==> config.mk <==
export PLATFORM = sky130hd
export DESIGN_NAME = uart_rx
export DESIGN_NICKNAME = d
export VERILOG_FILES = /design/src/rtl/uart_pkg.sv /design/src/rtl/uart_sync2.sv /design/src/rtl/uart_rx.sv
export SDC_FILE = /design/constraint.sdc
export NUM_CORES = 1
export LEC_CHECK = 0
export ABC_AREA = 1
export CORE_AREA = 2 2 53 59
export CTS_BUF_LIST = sky130_fd_sc_hd__clkbuf_8
export CTS_CLUSTER_SIZE = 16
export DETAILED_ROUTE_END_ITERATION = 10
export DIE_AREA = 0 0 55 61
export PLACE_DENSITY = 0.88
export SETUP_SLACK_MARGIN = 0.05
export SKIP_LAST_GASP = 1
export SLEW_MARGIN = 15
export SYNTH_ARGS = -nofsm -noshare
export SYNTH_HDL_FRONTEND = slang
export SYNTH_HIERARCHICAL = 1
export SYNTH_SLANG_ARGS = --single-unit
==> constraint.sdc <==
create_clock -name clk -period 3.7 [get_ports clk]
set_input_delay 0.555 -clock clk [delete_from_list [all_inputs] [get_ports clk]]
set_output_delay 0.555 -clock clk [all_outputs]
set_load 0.005 [all_outputs]
==> src/rtl/uart_pkg.sv <==
// ---------------------------------------------------------------------------
// uart_pkg
// Shared definitions for the UART receiver and transmitter.
//   rx_state_t         : receiver FSM state encoding
//   DEFAULT_OVERSAMPLE : oversample ticks per bit used by default
//   DEFAULT_DATA_BITS  : payload bits per frame used by default
//   parity_bit()       : parity bit value for a payload (even or odd)
// ---------------------------------------------------------------------------
package uart_pkg;

  localparam int DEFAULT_OVERSAMPLE = 16;
  localparam int DEFAULT_DATA_BITS  = 8;
  localparam int MAX_DATA_BITS      = 8;

  typedef enum logic [2:0] {
    IDLE,
    START,
    DATA,
    PARITY,
    STOP
  } rx_state_t;

  // Parity bit that makes the total count of ones even (odd=0) or odd
  // (odd=1). Narrower payloads are zero-extended by the caller, which
  // leaves the XOR reduction unchanged.
  function automatic logic parity_bit(input logic [MAX_DATA_BITS-1:0] data,
                                      input logic                     odd);
    return (^data) ^ odd;
  endfunction

endpackage

==> src/rtl/uart_sync2.sv <==
// ---------------------------------------------------------------------------
// uart_sync2
// Two-flop synchroniser for a single asynchronous input. Both flops load
// RESET_VAL under reset so an idle-high line does not look like an edge.
// Ports:
//   clk  : system clock
//   rst  : synchronous reset, active-high
//   d    : asynchronous input
//   q    : synchronised output (two clk cycles of latency)
// ---------------------------------------------------------------------------
module uart_sync2 #(
  parameter logic RESET_VAL = 1'b1
) (
  input  logic clk,
  input  logic rst,
  input  logic d,
  output logic q
);

  logic meta;

  // First flop may go metastable; second flop gives it a full cycle to settle.
  always_ff @(posedge clk) begin
    if (rst) begin
      meta <= RESET_VAL;
      q    <= RESET_VAL;
    end else begin
      meta <= d;
      q    <= meta;
    end
  end

endmodule

==> src/rtl/uart_rx.sv <==
// ---------------------------------------------------------------------------
// uart_rx
// UART receiver: deserialises the rx line into DATA_BITS-wide words (LSB
// first) using the rx_clk_en oversample tick as its only timebase, and
// delivers them through a one-entry holding register with valid/ready.
//
// Optional feature macro: UART_RX_PARITY_EN
//   defined   : a parity bit follows the data, parity_err is live
//   undefined : frame is start + data + stop, parity_err tied 0,
//               parity_odd ignored
//
// Parameters:
//   DATA_BITS  : payload bits per frame (5..8)
//   OVERSAMPLE : rx_clk_en ticks per bit period (even, >= 4)
// Ports:
//   clk        : system clock
//   rst        : synchronous reset, active-high
//   active     : receiver enable; low forces IDLE and clears counters
//   rx_clk_en  : oversample tick, one clk wide
//   rx         : asynchronous serial line, idle high
//   parity_odd : 1 = odd parity, 0 = even parity
//   rx_data    : received word, stable while rx_valid
//   rx_valid   : word available
//   rx_ready   : host accepts the word
//   frame_err  : one-cycle pulse on a bad stop bit
//   parity_err : one-cycle pulse on a parity mismatch
//   overrun    : one-cycle pulse when a good frame is dropped (register full)
//   busy       : high whenever the FSM is not in IDLE
// ---------------------------------------------------------------------------
module uart_rx
  import uart_pkg::*;
#(
  parameter int DATA_BITS  = DEFAULT_DATA_BITS,
  parameter int OVERSAMPLE = DEFAULT_OVERSAMPLE
) (
  input  logic                 clk,
  input  logic                 rst,
  input  logic                 active,
  input  logic                 rx_clk_en,
  input  logic                 rx,
  input  logic                 parity_odd,
  output logic [DATA_BITS-1:0] rx_data,
  output logic                 rx_valid,
  input  logic                 rx_ready,
  output logic                 frame_err,
  output logic                 parity_err,
  output logic                 overrun,
  output logic                 busy
);

  localparam int TICK_W = $clog2(OVERSAMPLE);
  localparam int BIT_W  = $clog2(DATA_BITS);

  // tick_cnt terminal values: the start bit is sampled half a bit in, every
  // later bit one full bit after the previous sample.
  localparam logic [TICK_W-1:0] HALF_LAST = TICK_W'(OVERSAMPLE / 2 - 1);
  localparam logic [TICK_W-1:0] FULL_LAST = TICK_W'(OVERSAMPLE - 1);
  localparam logic [BIT_W-1:0]  BIT_LAST  = BIT_W'(DATA_BITS - 1);

  rx_state_t            state;
  logic [TICK_W-1:0]    tick_cnt;
  logic [BIT_W-1:0]     bit_cnt;
  logic [DATA_BITS-1:0] data_sr;
  logic                 rx_s;
  logic                 rx_prev;

  uart_sync2 #(
    .RESET_VAL (1'b1)
  ) u_sync (
    .clk (clk),
    .rst (rst),
    .d   (rx),
    .q   (rx_s)
  );

`ifdef UART_RX_PARITY_EN
  logic parity_bad;
`else
  logic unused_parity_odd;
  assign unused_parity_odd = parity_odd;
  assign parity_err        = 1'b0;
`endif

  // Receiver FSM with all outputs registered. Error/overrun flags default
  // low every cycle so they come out as single-cycle pulses. The holding
  // register is released by the host handshake independently of the FSM;
  // a good frame finishing in the accept cycle overrides that release,
  // which is why the load condition includes rx_ready.
  always_ff @(posedge clk) begin
    if (rst) begin
      state      <= IDLE;
      tick_cnt   <= '0;
      bit_cnt    <= '0;
      data_sr    <= '0;
      rx_prev    <= 1'b1;
      rx_data    <= '0;
      rx_valid   <= 1'b0;
      frame_err  <= 1'b0;
      overrun    <= 1'b0;
      busy       <= 1'b0;
`ifdef UART_RX_PARITY_EN
      parity_bad <= 1'b0;
      parity_err <= 1'b0;
`endif
    end else begin
      frame_err <= 1'b0;
      overrun   <= 1'b0;
`ifdef UART_RX_PARITY_EN
      parity_err <= 1'b0;
`endif

      if (rx_valid && rx_ready) begin
        rx_valid <= 1'b0;
      end

      // Edge detection compares against the line as seen on the previous
      // tick, so it works at any tick rate.
      if (rx_clk_en) begin
        rx_prev <= rx_s;
      end

      if (!active) begin
        state    <= IDLE;
        tick_cnt <= '0;
        bit_cnt  <= '0;
        busy     <= 1'b0;
      end else if (rx_clk_en) begin
        case (state)
          IDLE: begin
            // Only a falling edge starts a frame, so a held-low break
            // line cannot retrigger the receiver.
            if (rx_prev && !rx_s) begin
              state    <= START;
              tick_cnt <= '0;
              bit_cnt  <= '0;
              busy     <= 1'b1;
            end
          end

          START: begin
            if (tick_cnt == HALF_LAST) begin
              tick_cnt <= '0;
              if (!rx_s) begin
                state <= DATA;
              end else begin
                state <= IDLE;
                busy  <= 1'b0;
              end
            end else begin
              tick_cnt <= tick_cnt + 1'b1;
            end
          end

          DATA: begin
            if (tick_cnt == FULL_LAST) begin
              tick_cnt         <= '0;
              data_sr[bit_cnt] <= rx_s;
              if (bit_cnt == BIT_LAST) begin
                bit_cnt <= '0;
`ifdef UART_RX_PARITY_EN
                state   <= PARITY;
`else
                state   <= STOP;
`endif
              end else begin
                bit_cnt <= bit_cnt + 1'b1;
              end
            end else begin
              tick_cnt <= tick_cnt + 1'b1;
            end
          end

`ifdef UART_RX_PARITY_EN
          PARITY: begin
            if (tick_cnt == FULL_LAST) begin
              tick_cnt   <= '0;
              parity_bad <= (rx_s != parity_bit(MAX_DATA_BITS'(data_sr), parity_odd));
              state      <= STOP;
            end else begin
              tick_cnt <= tick_cnt + 1'b1;
            end
          end
`endif

          STOP: begin
            if (tick_cnt == FULL_LAST) begin
              tick_cnt <= '0;
              state    <= IDLE;
              busy     <= 1'b0;
              // A bad stop bit takes precedence over a parity mismatch.
              if (!rx_s) begin
                frame_err <= 1'b1;
              end
`ifdef UART_RX_PARITY_EN
              else if (parity_bad) begin
                parity_err <= 1'b1;
              end
`endif
              else if (!rx_valid || rx_ready) begin
                rx_data  <= data_sr;
                rx_valid <= 1'b1;
              end else begin
                overrun <= 1'b1;
              end
            end else begin
              tick_cnt <= tick_cnt + 1'b1;
            end
          end

          default: begin
            state    <= IDLE;
            tick_cnt <= '0;
            busy     <= 1'b0;
          end
        endcase
      end
    end
  end

endmodule

### Word-level counts from Yosys, hierarchy flattened

Cells that the tools add are included.

* add/subtract/negate cells: 2
* magnitude comparators: 2
* eq/ne operators: 12
* mux-type cells: 32
* bitwise operators: 6
* reduce and logical (&&, ||, !) cells: 18

Operator list (number)
* $mux 3: 8
* $reduce_and 6->1: 3
* $mux 1: 14
* $mux 4: 3
* $pmux 3 s4: 1
* $pmux 4 s3: 1
* $ne 2x2->1 const B: 5
* $bwmux 8: 1
* $reduce_and 4->1: 2
* $eq 3x3->1 const B: 2
* $not 1->1: 6
* $pmux 3 s2: 1
* $reduce_or 6->1: 1
* $reduce_or 5->1: 1
* $add 4x1->4 const B: 1
* $eq 4x3->1 const B: 1
* $eq 4x4->1 const B: 1
* $lt 3x4->1 const B: 1
* $pmux 1 s4: 1
* $reduce_or 2->1: 2
* $add 3x1->3 const B: 1
* $demux 1 s3: 1
* $eq 3x1->1 const B: 1
* $eq 3x2->1 const B: 1
* 9 further kinds: 12

* bits in registers: 33

### Logic depth before layout (Yosys ltp)

Gate-level depths: netlist (run 1).

* depth in word-level cells: 8
* gate-level depth with buffers: 9

### By module

The synthesis (run 1) kept the hierarchy.

Modules (own cells, without submodules)
* uart_rx: instances 1, cells each 211, area an instance 1527.7 um^2
* uart_sync2: instances 1, cells each 7, area an instance 58.8 um^2

### Least setup slack after synthesis (run 1)

No wires, ideal clock.

* path kind: register to register
* from: reg tick_cnt[0]
* to: reg state[0]
* library setup time: 0.115 ns
* arrival time: 1.237 ns
* required time: 3.585 ns
* setup slack: 2.348 ns
* stages on the path, launching flop included: 9
* path buffers: 0
* period minus slack after synthesis: 1.352 ns
* cell sequence: dfxtp_1 ha_1 nand3_4 nand3_1 nand2_2 nor2_4 nand3_1 nand2_1 nor2_1

* word-level cells in the longest chain between the ends: 3
* elaborated cells between the ends (all ways): 6
* those cells by class: 5 x eq/ne; 1 x reduce/logical

Ends and longest elaborated chain
* start, declared: RTL line uart_rx.sv:61 `logic [TICK_W-1:0] tick_cnt;`
* start signal, assigned: RTL line uart_rx.sv:150 `tick_cnt <= tick_cnt + 1'b1;`
* start signal, assigned: RTL line uart_rx.sv:169 `tick_cnt <= tick_cnt + 1'b1;`
* start signal, assigned: RTL line uart_rx.sv:206 `tick_cnt <= tick_cnt + 1'b1;`
* $eq 4x4->1 / $eq 4x3->1 (equally long branches): RTL line uart_rx.sv:155, uart_rx.sv:186, uart_rx.sv:141
* $ne 2x2->1 (no source line)
* $reduce_and 6->1 (no source line) (*)
* end signal, assigned: RTL line uart_rx.sv:163 `state <= STOP;`
* end signal, assigned: RTL line uart_rx.sv:188 `state <= IDLE;`
* end signal, assigned: RTL line uart_rx.sv:211 `state <= IDLE;`
* end, declared: RTL line uart_rx.sv:60 `rx_state_t state;`

Every way passes the cells marked *; elsewhere a longest branch is shown, timed or not.
A chain may end at the register's enable or synchronous reset.

### Final worst setup path (run 1)

* from: in rx_clk_en
* to: reg rx_data[2]

* word-level cells in the longest chain between the ends: 1

Ends and longest elaborated chain
* start, declared: RTL line uart_rx.sv:39 `input logic rx_clk_en,`
* $reduce_and 6->1 (no source line)
* end signal, assigned: RTL line uart_rx.sv:200 `rx_data <= data_sr;`
* end, declared: RTL line uart_rx.sv:42 `output logic [DATA_BITS-1:0] rx_data,`

No other way between the ends.

==> results of run 1 <==
[metrics by stage]
| stage | instance area (sq um) | instances | util (%) |
|---|---|---|---|
| after global routing | 1890 | 271 | 68.6 |
| after detailed placement | 1770 | 263 | 64.4 |
| after global placement | 1770 | 263 | 64.4 |
| after floorplan | 1590 | 218 | - |
| after CTS | 1890 | 271 | 68.6 |
| final | 1890 | 271 | 68.6 |
[worst paths after layout]
check	slack, ns	depth (start not counted)	endpoint
max	1.84	6	rx_data[2]
min	0.40	2	u_sync/q
max reg2reg	2.09	7	state[2]
min reg2reg	0.40	2	u_sync/q
[cell type report]
class | count | area (sq um)
Multi-Input combinational cell | 157 | 811
Clock buffer | 6 | 82.6
Timing Repair Buffer | 18 | 178
Clock inverter | 2 | 33.8
Tap cell | 33 | 41.3
Fill cell | 243 | 863
Sequential cell | 33 | 661
Inverter | 22 | 82.6
[sequential cells by signal, indices dropped and copies added (netlist names), 3 cells and up]
name,count
bit_cnt,3
tick_cnt,4
rx_data,8
state,3
data_sr,8
[logic make-up (layout without fill, tap and decap cells)]
kind of cell | count (synthesis) | after routing
simple gates | 114 | 114
compound gates | 39 | 39
flops | 33 | 33
buf+inv | 28 | 48
fa+ha+maj | 3 | 3
other cells | 1 | 1
[cells in the mapped netlist (all sizes together)]
cell / number
dfxtp: 33
nand3: 16
o211ai: 1
buf: 4
nor3: 12
inv: 21
clkbuf: 2
nand2: 41
nor2: 36
o21ai: 13
a21oi: 25
nand4: 9
clkinv: 1
ha: 3
conb: 1
[critical path: stages]
cell and delay [ns]:
clkdlybuf4s50_1 0.60, nand2_2 0.12, nor3_4 0.40, nand2_4 0.14
nor2_1 0.14, nor3_1 0.06
[metal layers]
| metal | vias up | routed length [microns] | global-route usage (%) |
|---|---|---|---|
| met4 | 0 | 53 | 10.1 |
| met1 | 624 | 1370 | 23.7 |
| met3 | 5 | 129 | 3.94 |
| li1 | 761 | - | - |
| met5 | - | 0 | 0 |
| met2 | 30 | 1430 | 32.7 |
[power by group through the flow]
| stage | Clock [uW] | Sequential (uW) | Combinational, uW |
|---|---|---|---|
| floorplan | 0 | 369 | 36.8 |
| global route | 360 | 364 | 54.1 |
| CTS | 348 | 363 | 47.6 |
| detailed placement | 0 | 371 | 47.0 |
| global placement | 0 | 371 | 46.4 |
| finish | 342 | 363 | 47.4 |
==> results.py, run 1 <==
metrics = {
    "run_status": {
        "status": "complete, no violations",
    },
    "setup_path": {
        "path_class": "input pin to flop",
        "r2r_start": "bit_cnt[0]",
        "startpoint": "rx_clk_en",
        "path_max_fanout": 9,
        "required_ns": 3.87,
        "critPathCaptureType": "flop",
        "worstSetupStartpointType": "input pin",
        "cp_data_arrival_time_ns": 2.02,
    },
    "synthesis": {
        "synth-simple-area-share_pct": 35.8,
        "syn_area_per_cell_sq_um": 7.28,
        "synth-xor-area-share_pct": 0,
        "synth_top_cell_by_area": "dfxtp_1",
        "synthMuxAreaShare_pct": 0,
        "synth_cell_type_count": 22,
        "synth_area_leaders": "dfxtp_1 (42%), nand2_1 (8.5%), a21oi_1 (7.9%)",
        "yosys_warnings": 6,
        "synth-compound-area-share_pct": 12.7,
        "synth_top_family_by_area": "simple AND/OR/NAND/NOR gates",
        "synth-adder-area-share_pct": 2.37,
        "ys_ff_latch": 33,
        "syn_inst": 218,
        "syn-cell-area_sq_um": 1590,
        "synth.net_count": 228,
        "ys_seq_area_share_pct": 41.6,
        "synth_top_area_share_pct": 41.6,
    },
    "die": {
        "design.die.area_sq_um": 3360,
        "die_w_microns": 55,
        "core-area_sq_um": 2750,
        "pin_count": 20,
        "start_util_pct": 57.6,
        "rows": 20,
        "fp.dieH_microns": 61,
    },
    "cts": {
        "path_clk_slew_ns": 0.06,
        "cts_buffer_depth": 2,
        "ctsResizeCount": 0,
        "cts_made_buffers": 5,
        "postCtsHoldBufs": 0,
        "clk_latency_ns": 0.28,
        "clock_sinks": 33,
        "cts_root_buf": "clkbuf_8",
        "htreeDepth": 2,
        "cts_tree": "done",
        "postCtsSetupRepairBufs": 0,
    },
    "power": {
        "combPwrFrac_pct": 6.3,
        "netSwitchingFraction_pct": 21.2,
        "power.share.clock_pct": 45.4,
        "power.switching_uw": 160,
        "finalPower_uw": 752,
        "seqPwrFrac_pct": 48.3,
        "internal-power_uw": 592,
        "p_leak_uw": 0.000773,
        "ir_drop_mv": 0.265,
        "power.density_nw_per_um2": 398,
    },
    "final_layout": {
        "final_nets": 247,
        "final_cell_mix": "nand2_1 (36), dfxtp_1 (33), nor2_1 (32)",
        "layout-drive-gt1-share_pct": 8.82,
        "area_delta_synth_final_pct": 19.1,
        "final_common_cell": "nand2_1",
        "antennaDiodeCount": 0,
    },
    "sta": {
        "hold_viol": 0,
        "max_clock_freq_mhz": 539,
        "slew-limit-headroom_pct": 54.2,
        "worst_clock_skew_ns": 0.00187,
        "setup_viol": 0,
        "fin_crit_sh_pct": 50.1,
        "rsz0062_at_grt": "no",
        "worst_pin_slew_ns": 0.684,
        "finalWorstSetupSlack_ns": 1.84,
        "fin_setup_tns_ns": 0,
        "holdWs_ns": 0.400,
        "maxSlewViolCount": 0,
        "finalCriticalPeriod_ns": 1.86,
    },
    "flow_run": {
        "cap_viol_max_count": 0,
    },
    "global_routing": {
        "grt_pass1_vias": 1202,
        "grt_pass1_wl_mm": 4.86,
        "grt_overflow": 0,
        "track_usage_pct": 19.7,
        "grt_max_degree": 20,
        "antenna_found_initial": 0,
    },
    "placement": {
        "gp_congestion": 0.825,
        "portBuffers": 17,
        "dp_slack_ns": 1.54,
        "dp_hpwl_mm": 2.10,
    },
    "route": {
        "drtAntennaViolNets": 0,
        "routedWlPerCell_microns": 11.0,
        "drtIter0Drc": 30,
        "drc": 0,
        "route.vias.total": 1420,
        "viasPerCell": 5.24,
        "first_pass_iters": 4,
        "routed_wl_mm": 2.98,
    },
    "hold_path": {
        "hp-start": "u_sync/meta",
        "hp-class": "flop to flop",
    },
}
Power figures use the tool's default switching activity.
==> run 2: changes to the inputs <==
--- a/config.mk
+++ b/config.mk
@@ -6,12 +6,12 @@
 export NUM_CORES = 1
 export LEC_CHECK = 0
 export ABC_AREA = 1
-export CORE_AREA = 2 2 53 59
+export CORE_AREA = 2 2 54 61
 export CTS_BUF_LIST = sky130_fd_sc_hd__clkbuf_8
 export CTS_CLUSTER_SIZE = 16
 export DETAILED_ROUTE_END_ITERATION = 10
-export DIE_AREA = 0 0 55 61
-export PLACE_DENSITY = 0.88
+export DIE_AREA = 0 0 56 63
+export PLACE_DENSITY = 0.85
 export SETUP_SLACK_MARGIN = 0.05
 export SKIP_LAST_GASP = 1
 export SLEW_MARGIN = 15
==> constraint.sdc (replaced) <==
create_clock -name clk -period 1.9 [get_ports clk]
set_input_delay 0.285 -clock clk [delete_from_list [all_inputs] [get_ports clk]]
set_output_delay 0.285 -clock clk [all_outputs]
set_load 0.005 [all_outputs]
==> results.py, run 2 (synthesis results as in run 1) <==
metrics = {
    "run_status": {
        "status": "complete, no violations",
    },
    "route": {
        "drtAntennaViolNets": 0,
        "first_pass_iters": 4,
        "route.vias.total": 1470,
        "drc": 0,
        "viasPerCell": 5.31,
        "routedWlPerCell_microns": 11.8,
        "drtIter0Drc": 52,
        "routed_wl_mm": 3.26,
    },
    "hold_path": {
        "whs_endpoint": "u_sync/q",
        "hp-class": "flop to flop",
        "hold_path_depth": 2,
        "hp-start": "u_sync/meta",
    },
    "placement": {
        "portBuffers": 17,
        "dp_hpwl_mm": 2.28,
        "gp_congestion": 0.853,
    },
    "global_routing": {
        "grt_pass1_wl_mm": 5.92,
        "grt_overflow": 0,
        "grt_max_degree": 19,
        "grt_pass1_vias": 1431,
        "track_usage_pct": 21.0,
        "antenna_found_initial": 0,
    },
    "sta": {
        "finalCriticalPeriod_ns": 1.54,
        "setup_viol": 0,
        "hold_viol": 0,
        "rsz0062_at_grt": "no",
        "max_clock_freq_mhz": 649,
        "worst_clock_skew_ns": 0.00550,
        "fin_crit_sh_pct": 81.1,
        "maxSlewViolCount": 0,
        "fin_setup_tns_ns": 0,
    },
    "cts": {
        "cts_buffer_depth": 2,
        "cts_made_buffers": 5,
        "postCtsSetupRepairBufs": 0,
        "path_clk_slew_ns": 0.06,
        "cts_tree": "done",
        "clk_latency_ns": 0.28,
        "ctsResizeCount": 0,
        "cts_root_buf": "clkbuf_8",
        "clock_sinks": 33,
        "htreeDepth": 2,
        "postCtsHoldBufs": 0,
    },
    "setup_path": {
        "path_max_fanout": 8,
        "reg2reg_slack_ns": 0.36,
        "r2r_start": "tick_cnt[0]",
        "reg2reg_depth": 8,
        "worstSetupStartpointType": "flop",
        "critPathCaptureType": "flop",
        "required_ns": 2.08,
        "r2r-end": "state[2]",
        "path_class": "flop to flop",
        "cp_data_arrival_time_ns": 1.72,
    },
    "die": {
        "design.die.area_sq_um": 3530,
        "rows": 21,
        "fp.dieH_microns": 63,
        "die_w_microns": 56,
        "core-area_sq_um": 2940,
        "start_util_pct": 53.9,
        "pin_count": 20,
    },
    "power": {
        "power.density_nw_per_um2": 764,
        "p_leak_uw": 0.000798,
        "finalPower_uw": 1470,
        "ir_drop_mv": 0.648,
    },
    "final_layout": {
        "final_nets": 252,
        "final_common_cell": "nand2_1",
        "layout-drive-gt1-share_pct": 10.7,
        "area_delta_synth_final_pct": 21.5,
        "final_cell_mix": "nand2_1 (36), dfxtp_1 (33), nor2_1 (32)",
        "top_regs": "data_sr (8), rx_data (8), tick_cnt (4)",
        "antennaDiodeCount": 0,
    },
    "flow_run": {
        "cap_viol_max_count": 0,
    },
}
## run 2: changes by cell type in the layout (fill, tap and decap cells not counted), sizes merged
cell and delta:
buf +5
## run 2: how the worst max path moves through the flow
stage	startpoint	endpoint	slack [ns]	cells past startpoint
after global placement	rx_clk_en	state[1]	0.25	7
after floorplan	tick_cnt[0]	state[0]	0.55	8
after CTS	tick_cnt[0]	rx_data[5]	0.35	6
after detailed placement	rx_clk_en	state[2]	0.20	7
final	tick_cnt[0]	state[2]	0.36	8
after global routing	tick_cnt[1]	rx_data[3]	0.19	6
## run 2: report_power, final
group,internal [uW],leakage [uW],total (uW),switching (uW)
clock network,422,0.0000626,664,242
logic,39.3,0.000469,104,65.0
registers,698,0.000267,705,6.75
## run 2: layout make-up
class / count / area (sq um)
tap: 34 / 42.5
multi-input combinational: 157 / 811
fill: 270 / 1010
inverter: 22 / 82.6
clock inverter: 2 / 33.8
sequential: 33 / 661
clock buffer: 6 / 82.6
timing repair buffer: 23 / 215
## run 2: through the flow
stage | utilization [%] | cells | area, sq um | hold slack [ns] | setup WS [ns]
after global routing | 65.5 | 277 | 1930 | 0.446 | 0.194
after CTS | 65.5 | 277 | 1930 | 0.425 | 0.352
after floorplan | - | 218 | 1590 | 0.377 | 0.548
after global placement | 61.6 | 269 | 1810 | 0.391 | 0.251
after detailed placement | 61.6 | 269 | 1810 | 0.409 | 0.203
final | 65.5 | 277 | 1930 | 0.420 | 0.360
## run 2: per-layer routing
layer  vias up  part of all wire, %  routed length, microns  track usage, %
met3        13                  3.9                     126            6.83
met1       650                   44                    1430            22.2
met4         0                  3.6                     118            11.9
met2        38                   49                    1590            36.0
met5         -                    0                       0               0
li1        769                    -                       -               -
## run 2: worst max-delay path: stages, from the launching register on
cell     delay (ns)
dfxtp_1        0.37
ha_1           0.28
nand3_4        0.17
nand3_1        0.17
nand2_2        0.09
nor2_4         0.16
nand3_1        0.09
nand2_1        0.07
nor2_1         0.03
==> run 3: changes to the inputs <==
--- a/config.mk
+++ b/config.mk
@@ -6,12 +6,12 @@
 export NUM_CORES = 1
 export LEC_CHECK = 0
 export ABC_AREA = 1
-export CORE_AREA = 2 2 54 61
+export CORE_AREA = 2 2 57 64
 export CTS_BUF_LIST = sky130_fd_sc_hd__clkbuf_8
 export CTS_CLUSTER_SIZE = 16
 export DETAILED_ROUTE_END_ITERATION = 10
-export DIE_AREA = 0 0 56 63
-export PLACE_DENSITY = 0.85
+export DIE_AREA = 0 0 59 66
+export PLACE_DENSITY = 0.81
 export SETUP_SLACK_MARGIN = 0.05
 export SKIP_LAST_GASP = 1
 export SLEW_MARGIN = 15
==> constraint.sdc (replaced) <==
create_clock -name clk -period 1.3 [get_ports clk]
set_input_delay 0.195 -clock clk [delete_from_list [all_inputs] [get_ports clk]]
set_output_delay 0.195 -clock clk [all_outputs]
set_load 0.005 [all_outputs]
==> results.py, run 3 (synthesis results as in run 1) <==
metrics = {
    "power": {
        "power.switching_uw": 488,
        "combPwrFrac_pct": 7.9,
        "internal-power_uw": 1860,
        "ir_drop_mv": 0.639,
        "p_leak_uw": 0.000982,
        "netSwitchingFraction_pct": 20.8,
        "power.density_nw_per_um2": 1070,
        "seqPwrFrac_pct": 43.9,
        "power.share.clock_pct": 48.3,
    },
    "setup_path": {
        "path_cells": "ha_4 > nand3_4 > nor2_4 > buf_12 > a21oi_1 > nor3_1",
        "required_ns": 1.49,
        "critPathCaptureType": "flop",
        "critPathMaxStageDelay_ns": 0.35,
        "worst-path-buf-inv": 1,
        "slowest_stage": "dfxtp_2",
        "path_max_fanout": 8,
        "path_class": "flop to flop",
        "cp_data_arrival_time_ns": 1.53,
        "worstSetupStartpointType": "flop",
        "reg2reg_slack_ns": -0.04,
        "critPathTopFamily": "simple AND/OR/NAND/NOR gates",
    },
    "die": {
        "design.die.area_sq_um": 3890,
        "pin_count": 20,
        "start_util_pct": 48.8,
        "rows": 22,
        "fp.dieH_microns": 66,
        "die_w_microns": 59,
        "core-area_sq_um": 3250,
    },
    "final_layout": {
        "area_delta_synth_final_pct": 38.2,
        "layout-drive-gt1-share_pct": 26.3,
        "fin_cells": 295,
        "final_cell_mix": "nand2_1 (33), nor2_1 (26), dfxtp_1 (24)",
        "top_regs": "data_sr (8), rx_data (8), tick_cnt (4)",
        "final_nets": 268,
        "antennaDiodeCount": 0,
        "final_common_cell": "nand2_1",
    },
    "global_routing": {
        "grt_overflow": 0,
        "grt_max_degree": 12,
        "grt_pass1_wl_mm": 5.67,
        "antenna_found_initial": 0,
        "grt_pass1_vias": 1362,
        "track_usage_pct": 18.9,
    },
    "placement": {
        "placed_cells": 284,
        "dp_hpwl_mm": 2.45,
        "portBuffers": 17,
        "gp_congestion": 0.820,
    },
    "route": {
        "routed_wl_mm": 3.46,
        "routedWlPerCell_microns": 11.7,
        "drtIter0Drc": 66,
        "drc": 0,
        "viasPerCell": 5.32,
        "drtAntennaViolNets": 0,
        "first_pass_iters": 4,
        "route.vias.total": 1569,
    },
    "sta": {
        "fin_crit_sh_pct": 103,
        "max_clock_freq_mhz": 744,
        "hold_viol": 0,
        "worst_clock_skew_ns": 0.00593,
        "rsz0062_at_grt": "yes",
        "holdWs_ns": 0.407,
        "maxSlewViolCount": 0,
        "setup_viol": 6,
        "finalCriticalPeriod_ns": 1.34,
        "finalWorstSetupSlack_ns": -0.0437,
    },
    "cts": {
        "cts_made_buffers": 5,
        "path_clk_slew_ns": 0.07,
        "clock_sinks": 33,
        "htreeDepth": 2,
        "cts_buffer_depth": 2,
        "cts_tree": "done",
        "postCtsHoldBufs": 0,
        "cts_root_buf": "clkbuf_8",
        "clk_latency_ns": 0.28,
    },
    "run_status": {
        "status": "complete, but fails checks",
        "violations": "negative setup slack",
    },
    "flow_run": {
        "cap_viol_max_count": 0,
    },
    "hold_path": {
        "hp-class": "flop to flop",
    },
}
==> run 3: routing by layer <==
layer  vias up  GRT usage (%)  routed length [microns]
li1        801              -                        -
met1       705           21.0                     1410
met2        54           31.9                     1780
met3         9           4.11                      160
met4         0           12.2                      106
met5         -              0                        0
==> run 3: per-stage QoR <==
stage                     cell area [sq um]  setup slack (ns)  power, uW  utilization (%)  setup TNS (ns)
after floorplan                        1610            0.0703       1150                -               0
after global placement                 1960            -0.218       1220             60.2           -4.81
final                                  2190           -0.0437       2350             67.5          -0.110
after CTS                              2110           -0.0264       2360             65.0          -0.171
after detailed placement               1960            -0.236       1220             60.2           -5.68
after global routing                   2190            -0.142       2440             67.5           -1.78
==> run 3: final cells by class <==
| cell class | instances | area, sq um |
|---|---|---|
| tap | 36 | 45.0 |
| timing repair buffer | 39 | 349 |
| clock buffer | 5 | 68.8 |
| sequential | 33 | 674 |
| inverter | 22 | 82.6 |
| clock inverter | 3 | 65.1 |
| fill | 287 | 1050 |
| multi-input combinational | 157 | 908 |
==> run 3: worst paths after layout <==
check | start | to | cells after the start
max | tick_cnt[1] | rx_data[7] | 6
max reg2reg | tick_cnt[1] | rx_data[7] | 6
min reg2reg | u_sync/meta | u_sync/q | 2
min | u_sync/meta | u_sync/q | 2
==> run 3: what timing repair did <==
item	in CTS	in global routing
endpoints found under the setup margin	36	29
pin swaps	7	10
gates resized for setup	22	22
setup buffers	2	1
==> run 3: tightest hold or removal path, stage by stage (launching register included) <==
cell and delay [ns]:
dfxtp_1 0.31, inv_1 0.03, nand2_1 0.04
==> run 3: power by group through the flow <==
stage          clock, uW  sequential (uW)  combinational (uW)
6_report            1130             1030                 184
5_1_grt             1210             1030                 204
4_1_cts             1160             1030                 176
3_5_place_dp           0             1050                 172
3_3_place_gp           0             1050                 170
2_1_floorplan          0             1050                 105
